**src/rtl/cpu_cu_if.sv**
```systemverilog
// Control/status bundle between the CPU control unit and the execution unit / memory.
// The master side is the control unit; the slave side is the EU and memory.
interface cpu_cu_if;
    logic [15:0] ir;
    logic        c;
    logic        n;
    logic        z;
    logic        mem_rdy;
    logic        eu_reset;
    logic        w_en;
    logic        s_sel;
    logic        pc_ld;
    logic        pc_inc;
    logic        ir_ld;
    logic        adr_sel;
    logic        mem_re;
    logic        mem_we;
    logic        instr_done;
    logic        halted;
    logic        fault;
    logic [3:0]  state;

    modport master (
        input  ir, c, n, z, mem_rdy,
        output eu_reset, w_en, s_sel, pc_ld, pc_inc, ir_ld, adr_sel,
               mem_re, mem_we, instr_done, halted, fault, state
    );

    modport slave (
        output ir, c, n, z, mem_rdy,
        input  eu_reset, w_en, s_sel, pc_ld, pc_inc, ir_ld, adr_sel,
               mem_re, mem_we, instr_done, halted, fault, state
    );
endinterface

```
**src/rtl/cpu_cu.sv**
```systemverilog
// Multi-cycle CPU control unit: fetch -> decode -> execute sequencing of the EU,
// memory handshake with a bounded wait, and a sticky fault stop.
module cpu_cu #(
    parameter int MEM_TIMEOUT = 15,
    parameter int TO_W        = 4
) (
    input  logic      clk,
    input  logic      reset,
    cpu_cu_if.master  bus
);

    typedef enum logic [3:0] {
        S_RST    = 4'd0,
        S_FETCH  = 4'd1,
        S_DECODE = 4'd2,
        S_ALU    = 4'd3,
        S_LOAD   = 4'd4,
        S_STORE  = 4'd5,
        S_JUMP   = 4'd6,
        S_BRANCH = 4'd7,
        S_HALT   = 4'd8
    } state_t;

    localparam logic [TO_W-1:0] TO_VAL = TO_W'(MEM_TIMEOUT);

    state_t          state_q;
    state_t          state_d;
    logic [TO_W-1:0] wait_cnt;
    logic            c_q;
    logic            n_q;
    logic            z_q;
    logic            fault_q;
    logic            mem_state;
    logic            timeout;
    logic            illegal;
    logic            cond_flag;
    logic            cond_true;

    always_comb begin
        mem_state = (state_q == S_FETCH) || (state_q == S_LOAD) || (state_q == S_STORE);
        timeout   = (MEM_TIMEOUT != 0) && mem_state && !bus.mem_rdy && (wait_cnt == TO_VAL);
        illegal   = (state_q == S_DECODE) &&
                    ((bus.ir[11:9] == 3'b101) || (bus.ir[11:9] == 3'b110));
    end

    // Branches test the flag copy taken at the last ALU edge, never the live flags.
    always_comb begin
        case (bus.ir[1:0])
            2'b00:   cond_flag = z_q;
            2'b01:   cond_flag = n_q;
            2'b10:   cond_flag = c_q;
            default: cond_flag = 1'b1;
        endcase
        cond_true = cond_flag ^ bus.ir[2];
    end

    // NOTE: reset is synchronous, so it lives inside the clocked branch; state uses <= only.
    always_ff @(posedge clk) begin
        if (reset) state_q <= S_RST;
        else       state_q <= state_d;
    end

    always_ff @(posedge clk) begin
        if (reset) begin
            wait_cnt <= '0;
            c_q      <= 1'b0;
            n_q      <= 1'b0;
            z_q      <= 1'b0;
            fault_q  <= 1'b0;
        end else begin
            if (state_d != state_q)
                wait_cnt <= '0;
            else if (mem_state && !bus.mem_rdy && (wait_cnt != '1))
                wait_cnt <= wait_cnt + 1'b1;
            if (state_q == S_ALU) begin
                c_q <= bus.c;
                n_q <= bus.n;
                z_q <= bus.z;
            end
            if (illegal || timeout)
                fault_q <= 1'b1;
        end
    end

    always_comb begin
        state_d = state_q;
        case (state_q)
            S_RST:    state_d = S_FETCH;
            S_FETCH: begin
                if (bus.mem_rdy)  state_d = S_DECODE;
                else if (timeout) state_d = S_HALT;
            end
            S_DECODE: begin
                case (bus.ir[11:9])
                    3'b000:  state_d = S_ALU;
                    3'b001:  state_d = S_LOAD;
                    3'b010:  state_d = S_STORE;
                    3'b011:  state_d = S_JUMP;
                    3'b100:  state_d = S_BRANCH;
                    default: state_d = S_HALT;
                endcase
            end
            S_LOAD, S_STORE: begin
                if (bus.mem_rdy)  state_d = S_FETCH;
                else if (timeout) state_d = S_HALT;
            end
            S_ALU, S_JUMP, S_BRANCH: state_d = S_FETCH;
            S_HALT:   state_d = S_HALT;
            default:  state_d = S_RST;
        endcase
    end

    // NOTE: every output gets a default before the case so no latch is inferred.
    always_comb begin
        bus.eu_reset   = 1'b0;
        bus.w_en       = 1'b0;
        bus.s_sel      = 1'b0;
        bus.pc_ld      = 1'b0;
        bus.pc_inc     = 1'b0;
        bus.ir_ld      = 1'b0;
        bus.adr_sel    = 1'b0;
        bus.mem_re     = 1'b0;
        bus.mem_we     = 1'b0;
        bus.instr_done = 1'b0;
        bus.halted     = 1'b0;
        case (state_q)
            S_RST: bus.eu_reset = 1'b1;
            S_FETCH: if (!timeout) begin
                bus.mem_re = 1'b1;
                bus.ir_ld  = bus.mem_rdy;
                bus.pc_inc = bus.mem_rdy;
            end
            S_ALU: begin
                bus.w_en       = 1'b1;
                bus.instr_done = 1'b1;
            end
            S_LOAD: if (!timeout) begin
                bus.adr_sel    = 1'b1;
                bus.mem_re     = 1'b1;
                bus.w_en       = bus.mem_rdy;
                bus.s_sel      = bus.mem_rdy;
                bus.instr_done = bus.mem_rdy;
            end
            S_STORE: if (!timeout) begin
                bus.adr_sel    = 1'b1;
                bus.mem_we     = 1'b1;
                bus.instr_done = bus.mem_rdy;
            end
            S_JUMP: begin
                bus.pc_ld      = 1'b1;
                bus.instr_done = 1'b1;
            end
            S_BRANCH: begin
                bus.pc_ld      = cond_true;
                bus.instr_done = 1'b1;
            end
            S_HALT:  bus.halted = 1'b1;
            default: ;
        endcase
    end

    assign bus.fault = fault_q;
    assign bus.state = state_q;

endmodule

```
**src/flat_wrapper.sv**
```systemverilog
// flat-port wrapper written by rule: the top's interface ports become plain ports
module cpu_cu_flat 
#(
    parameter int MEM_TIMEOUT = 15,
    parameter int TO_W        = 4
)
  (clk, reset, bus_ir, bus_c, bus_n, bus_z, bus_mem_rdy, bus_eu_reset, bus_w_en, bus_s_sel, bus_pc_ld, bus_pc_inc, bus_ir_ld, bus_adr_sel, bus_mem_re, bus_mem_we, bus_instr_done, bus_halted, bus_fault, bus_state);
  cpu_cu_if bus_i ();
  input  logic clk;
  input  logic reset;
  input wire logic [$bits(bus_i.ir)-1:0] bus_ir;
  input wire logic [$bits(bus_i.c)-1:0] bus_c;
  input wire logic [$bits(bus_i.n)-1:0] bus_n;
  input wire logic [$bits(bus_i.z)-1:0] bus_z;
  input wire logic [$bits(bus_i.mem_rdy)-1:0] bus_mem_rdy;
  output wire logic [$bits(bus_i.eu_reset)-1:0] bus_eu_reset;
  output wire logic [$bits(bus_i.w_en)-1:0] bus_w_en;
  output wire logic [$bits(bus_i.s_sel)-1:0] bus_s_sel;
  output wire logic [$bits(bus_i.pc_ld)-1:0] bus_pc_ld;
  output wire logic [$bits(bus_i.pc_inc)-1:0] bus_pc_inc;
  output wire logic [$bits(bus_i.ir_ld)-1:0] bus_ir_ld;
  output wire logic [$bits(bus_i.adr_sel)-1:0] bus_adr_sel;
  output wire logic [$bits(bus_i.mem_re)-1:0] bus_mem_re;
  output wire logic [$bits(bus_i.mem_we)-1:0] bus_mem_we;
  output wire logic [$bits(bus_i.instr_done)-1:0] bus_instr_done;
  output wire logic [$bits(bus_i.halted)-1:0] bus_halted;
  output wire logic [$bits(bus_i.fault)-1:0] bus_fault;
  output wire logic [$bits(bus_i.state)-1:0] bus_state;
  assign bus_i.ir = bus_ir;
  assign bus_i.c = bus_c;
  assign bus_i.n = bus_n;
  assign bus_i.z = bus_z;
  assign bus_i.mem_rdy = bus_mem_rdy;
  assign bus_eu_reset = bus_i.eu_reset;
  assign bus_w_en = bus_i.w_en;
  assign bus_s_sel = bus_i.s_sel;
  assign bus_pc_ld = bus_i.pc_ld;
  assign bus_pc_inc = bus_i.pc_inc;
  assign bus_ir_ld = bus_i.ir_ld;
  assign bus_adr_sel = bus_i.adr_sel;
  assign bus_mem_re = bus_i.mem_re;
  assign bus_mem_we = bus_i.mem_we;
  assign bus_instr_done = bus_i.instr_done;
  assign bus_halted = bus_i.halted;
  assign bus_fault = bus_i.fault;
  assign bus_state = bus_i.state;
  cpu_cu #(.MEM_TIMEOUT(MEM_TIMEOUT), .TO_W(TO_W)) u_core (.clk(clk), .reset(reset), .bus(bus_i));
endmodule
```
**config.mk**
```make
export PLATFORM = sky130hd
export DESIGN_NAME = cpu_cu_flat
export DESIGN_NICKNAME = d
export VERILOG_FILES = /design/src/rtl/cpu_cu_if.sv /design/src/rtl/cpu_cu.sv /design/src/flat_wrapper.sv
export SDC_FILE = /design/constraint.sdc
export NUM_CORES = 1
export LEC_CHECK = 0
export ABC_AREA = 1
export ABC_CLOCK_PERIOD_IN_PS = 1800
export CAP_MARGIN = 40
export CORE_UTILIZATION = 41
export DETAILED_ROUTE_END_ITERATION = 8
export HOLD_SLACK_MARGIN = 0.06
export PLACE_DENSITY = 0.78
export RECOVER_POWER = 100
export SLEW_MARGIN = 20
export SYNTH_ARGS = -nofsm -noshare
export SYNTH_HDL_FRONTEND = slang
export SYNTH_SLANG_ARGS = --single-unit
```
**constraint.sdc**
```tcl
create_clock -name clk -period 1.8 [get_ports clk]
set_clock_uncertainty 0.05 [all_clocks]
set_input_delay 0.45 -clock clk [delete_from_list [all_inputs] [get_ports clk]]
set_output_delay 0.45 -clock clk [all_outputs]
set_load 0.005 [all_outputs]
```
==> flow_summary.ini <==
[setup_path]
worstSetupPathType = reg -> out
critical_path.max_fanout = 2
source_of_the_worst_register_to_register_timing_path = u_core.bus.state[0]
arrival_ps = 1430
critical_path.max_stage_delay_ps = 380
critical_path.startpoint_type = register
cp_slowest_cell = sky130_fd_sc_hd__dfxtp_2
required_ps = 1300
ff2ff_setup_slack_ps = -70
worstSetupEndpointType = output port
worst-r2r-cell-count = 14
crit_chain = ha_4, nand2_4, nor2_4, nand3_2, inv_2, buf_6, nor3_2, buf_2
r2r_end = u_core.wait_cnt[1]

[timing]
finalSetupViolCount = 11
timing.final.crit_share_pct = 107
layout_setup_ws_ps = -127
tmin_final_ps = 1930
rsz0062_at_grt = true
slew_at_the_pin_closest_to_its_max_slew_limit_ps = 212
hold_slack_ps = 468
max_freq_ghz = 0.519
drv_slew = 0
timing.slew.headroom_pct = 85.7
final_hold_viol_count = 0

[cts]
cts.hold.buffers_added = 0
root_driver = sky130_fd_sc_hd__clkbuf_4
cts-buffers-inserted = 3
clkTransAtPathRegs_ps = 90
cts_num_sinks = 12
clock_tree.buffer_depth = 2
cts-htree-levels = 1
worstSkewPairLatency_ps = 290
clock_tree_from_tritoncts = built

[finish]
fin_nets = 239
layout-drive-gt1-share_pct = 58.1
finalNonFillerCells = 242
synthToLayoutAreaGrowth_pct = 101
antennaDiodeCount = 0
final.fill_count = 93

[route]
via_per_inst = 5.41
drt_pass1_iterations = 4
final_antenna_net_count = 0
totalWireLength_microns = 4190
drc = 0
dr.first_iter.drc_count = 43
route.vias.total = 1309
post_detailed_route_wirelength_per_cell_microns = 17.3

[global_routing]
grtUsageTotal_pct = 34.6
via_count_of_the_first_global_routing_pass = 1179
globalRouteOverflowTotal = 0
antenna_found_initial = 0
largest_net_degree_at_the_start_of_global_routing = 8
grt_first_pass_wirelength_microns = 5310

[min_path]
hold_class = reg -> reg
hp-start = u_core.bus.fault
whs_endpoint = u_core.bus.fault
whs_path_depth = 2

[yosys]
most_used_flip_flop_cell_after_synthesis = sky130_fd_sc_hd__dfxtp_1
synth.top_cell.area_share_pct = 27.5
postSynthNetCount = 158
synth_largest_area_cell = sky130_fd_sc_hd__dfxtp_1
synthTopCellsByArea = sky130_fd_sc_hd__dfxtp_1 (28%), sky130_fd_sc_hd__nand2_1 (11%), sky130_fd_sc_hd__nor2_1 (8.2%)
async_flop_share_pct = 0
yosys_warnings = 0
synthesis.area_sq_um = 872
synth-seq-area-share_pct = 27.5
number_of_standard_cells_after_synthesis = 135
ys_seq_elements = 12
synth-edff-count = 0
synthDistinctLibCells = 26
post_synth.cell_area_avg_sq_um = 6.46

[floorplanning]
design.core.area_sq_um = 1980
chipHeight_microns = 48.1
die_x_microns = 48.1
floorplan.io_pins = 38
dieArea_sq_um = 2320
initial_core_util_pct = 44.0
fp-row-count = 16

[run]
max-cap-violations = 0

[power_and_ir_drop]
irDropWorstVdd_uv = 495
power.density_cell_area_nw_per_um2 = 520
p_leak_nw = 0.920

[placement]
routabilityCongestion = 0.867
port_buffers = 27
dpl.hpwl_microns = 2210
placed_cells = 219

[status]
failed_checks = negative setup slack
run_status = finished, violations left
-- critical path: cells and delay by family (launching register included) --
kind	cells	cell delay (ps)
adder cells (fa/ha/maj)	1	150
buffers and inverters	3	320
flip-flops	1	380
AND/OR/NAND/NOR	4	300
-- layout by cell type, fill, tap and decap left out, types with 2 or more instances in the layout --
| master | Yosys | final |
|---|---|---|
| sky130_fd_sc_hd__a21oi_2 | 1 | 3 |
| sky130_fd_sc_hd__inv_2 | 5 | 5 |
| sky130_fd_sc_hd__buf_4 | 2 | 38 |
| sky130_fd_sc_hd__o21ai_0 | 7 | 6 |
| sky130_fd_sc_hd__nor2_2 | 6 | 9 |
| sky130_fd_sc_hd__nand2_1 | 26 | 20 |
| sky130_fd_sc_hd__nand2_2 | 3 | 4 |
| sky130_fd_sc_hd__dlymetal6s2s_1 | 0 | 2 |
| sky130_fd_sc_hd__nor3_4 | 0 | 2 |
| sky130_fd_sc_hd__nor2_4 | 3 | 8 |
| sky130_fd_sc_hd__dfxtp_1 | 12 | 6 |
| sky130_fd_sc_hd__inv_1 | 17 | 14 |
| sky130_fd_sc_hd__clkbuf_4 | 0 | 3 |
| sky130_fd_sc_hd__buf_2 | 0 | 10 |
| sky130_fd_sc_hd__clkbuf_2 | 0 | 2 |
| sky130_fd_sc_hd__xor2_1 | 2 | 2 |
| sky130_fd_sc_hd__o21ai_1 | 2 | 2 |
| sky130_fd_sc_hd__buf_6 | 1 | 14 |
| sky130_fd_sc_hd__nand3_2 | 4 | 5 |
| sky130_fd_sc_hd__nand4_1 | 2 | 2 |
| sky130_fd_sc_hd__dlygate4sd2_1 | 0 | 3 |
| sky130_fd_sc_hd__nor2_1 | 19 | 11 |
| sky130_fd_sc_hd__inv_4 | 0 | 3 |
| sky130_fd_sc_hd__a21oi_1 | 7 | 5 |
| sky130_fd_sc_hd__nand3_1 | 6 | 4 |
| sky130_fd_sc_hd__dfxtp_4 | 0 | 2 |
| sky130_fd_sc_hd__dfxtp_2 | 0 | 4 |
| sky130_fd_sc_hd__clkdlybuf4s50_1 | 0 | 9 |
| sky130_fd_sc_hd__nand2_4 | 0 | 5 |
-- layout make-up --
| type | count | area (sq um) | share of cell area, % |
|---|---|---|---|
| Clock buffer | 4 | 36.3 | 2.07 |
| Inverter | 23 | 93.8 | 5.36 |
| Multi-Input combinational cell | 97 | 681 | 38.9 |
| Sequential cell | 12 | 253 | 14.4 |
| Tap cell | 27 | 33.8 | 1.93 |
| Timing Repair Buffer | 79 | 654 | 37.4 |
-- worst max path at each step --
stage | from | endpoint | slack (ps) | cells past startpoint
after floorplan | u_core.bus.state[3] | bus_w_en | 230 | 6
after global placement | bus_ir[0] | bus_pc_ld | -580 | 6
after detailed placement | bus_ir[0] | bus_pc_ld | -630 | 7
after CTS | u_core.wait_cnt[1] | bus_mem_re | -90 | 8
after global routing | u_core.wait_cnt[0] | bus_mem_we | -170 | 8
final | u_core.wait_cnt[0] | bus_mem_we | -130 | 8
-- through the flow --
step | worst slack, ps | power, W | instance area [sq um] | utilization [%] | setup TNS (ps)
final | -127 | 0.000911 | 1750 | 88.4 | -632
after CTS | -87.1 | 0.000835 | 1590 | 80.4 | -170
after global routing | -168 | 0.000944 | 1750 | 88.4 | -1280
after detailed placement | -627 | 0.000589 | 1400 | 70.5 | -5200
after global placement | -580 | 0.000578 | 1400 | 70.5 | -4650
after floorplan | 232 | 0.000426 | 872 | - | 0
-- power breakdown --
group	switching [W]	internal [W]
clock network	0.000111	0.000123
logic	0.000204	0.000186
registers	0.0000118	0.000275
-- layer usage --
layer  global-route usage (%)  routed length (microns)
met1                     36.6                     1610
met2                     61.6                     2150
met3                     7.04                      249
met4                     22.8                      182
met5                        0                        0
-- synth_stat cells (3+ instances only) --
| master | number |
|---|---|
| sky130_fd_sc_hd__nand2_1 | 26 |
| sky130_fd_sc_hd__nor2_1 | 19 |
| sky130_fd_sc_hd__inv_1 | 17 |
| sky130_fd_sc_hd__dfxtp_1 | 12 |
| sky130_fd_sc_hd__a21oi_1 | 7 |
| sky130_fd_sc_hd__o21ai_0 | 7 |
| sky130_fd_sc_hd__nand3_1 | 6 |
| sky130_fd_sc_hd__nor2_2 | 6 |
| sky130_fd_sc_hd__inv_2 | 5 |
| sky130_fd_sc_hd__nand3_2 | 4 |
| sky130_fd_sc_hd__nand2_2 | 3 |
| sky130_fd_sc_hd__nor2_4 | 3 |
-- cells by family after synthesis --
logic type / Yosys count / share of synthesized area [%]
flip-flops: 12 / 27.5
adder cells (fa/ha/maj): 1 / 1.43
buffers and inverters: 26 / 12.9
AO/OA/AOI/OAI: 21 / 13.6
XOR/XNOR: 3 / 3.01
AND/OR/NAND/NOR: 72 / 41.5
-- registers in the layout (all words and copies together), names as in the netlist --
signal,cells
u_core.bus.fault,1
u_core.bus.state,4
u_core.c_q,1
u_core.n_q,1
u_core.wait_cnt,4
u_core.z_q,1
-- what timing repair did --
item / in CTS / in global routing
gates resized for setup: 86 / 34
endpoints found under the hold margin: 0 / 0
buffers inserted: 11 / 8
pin swaps: 14 / 18
endpoints found under the setup margin: 14 / 15
(Power assumes the default switching activity.)
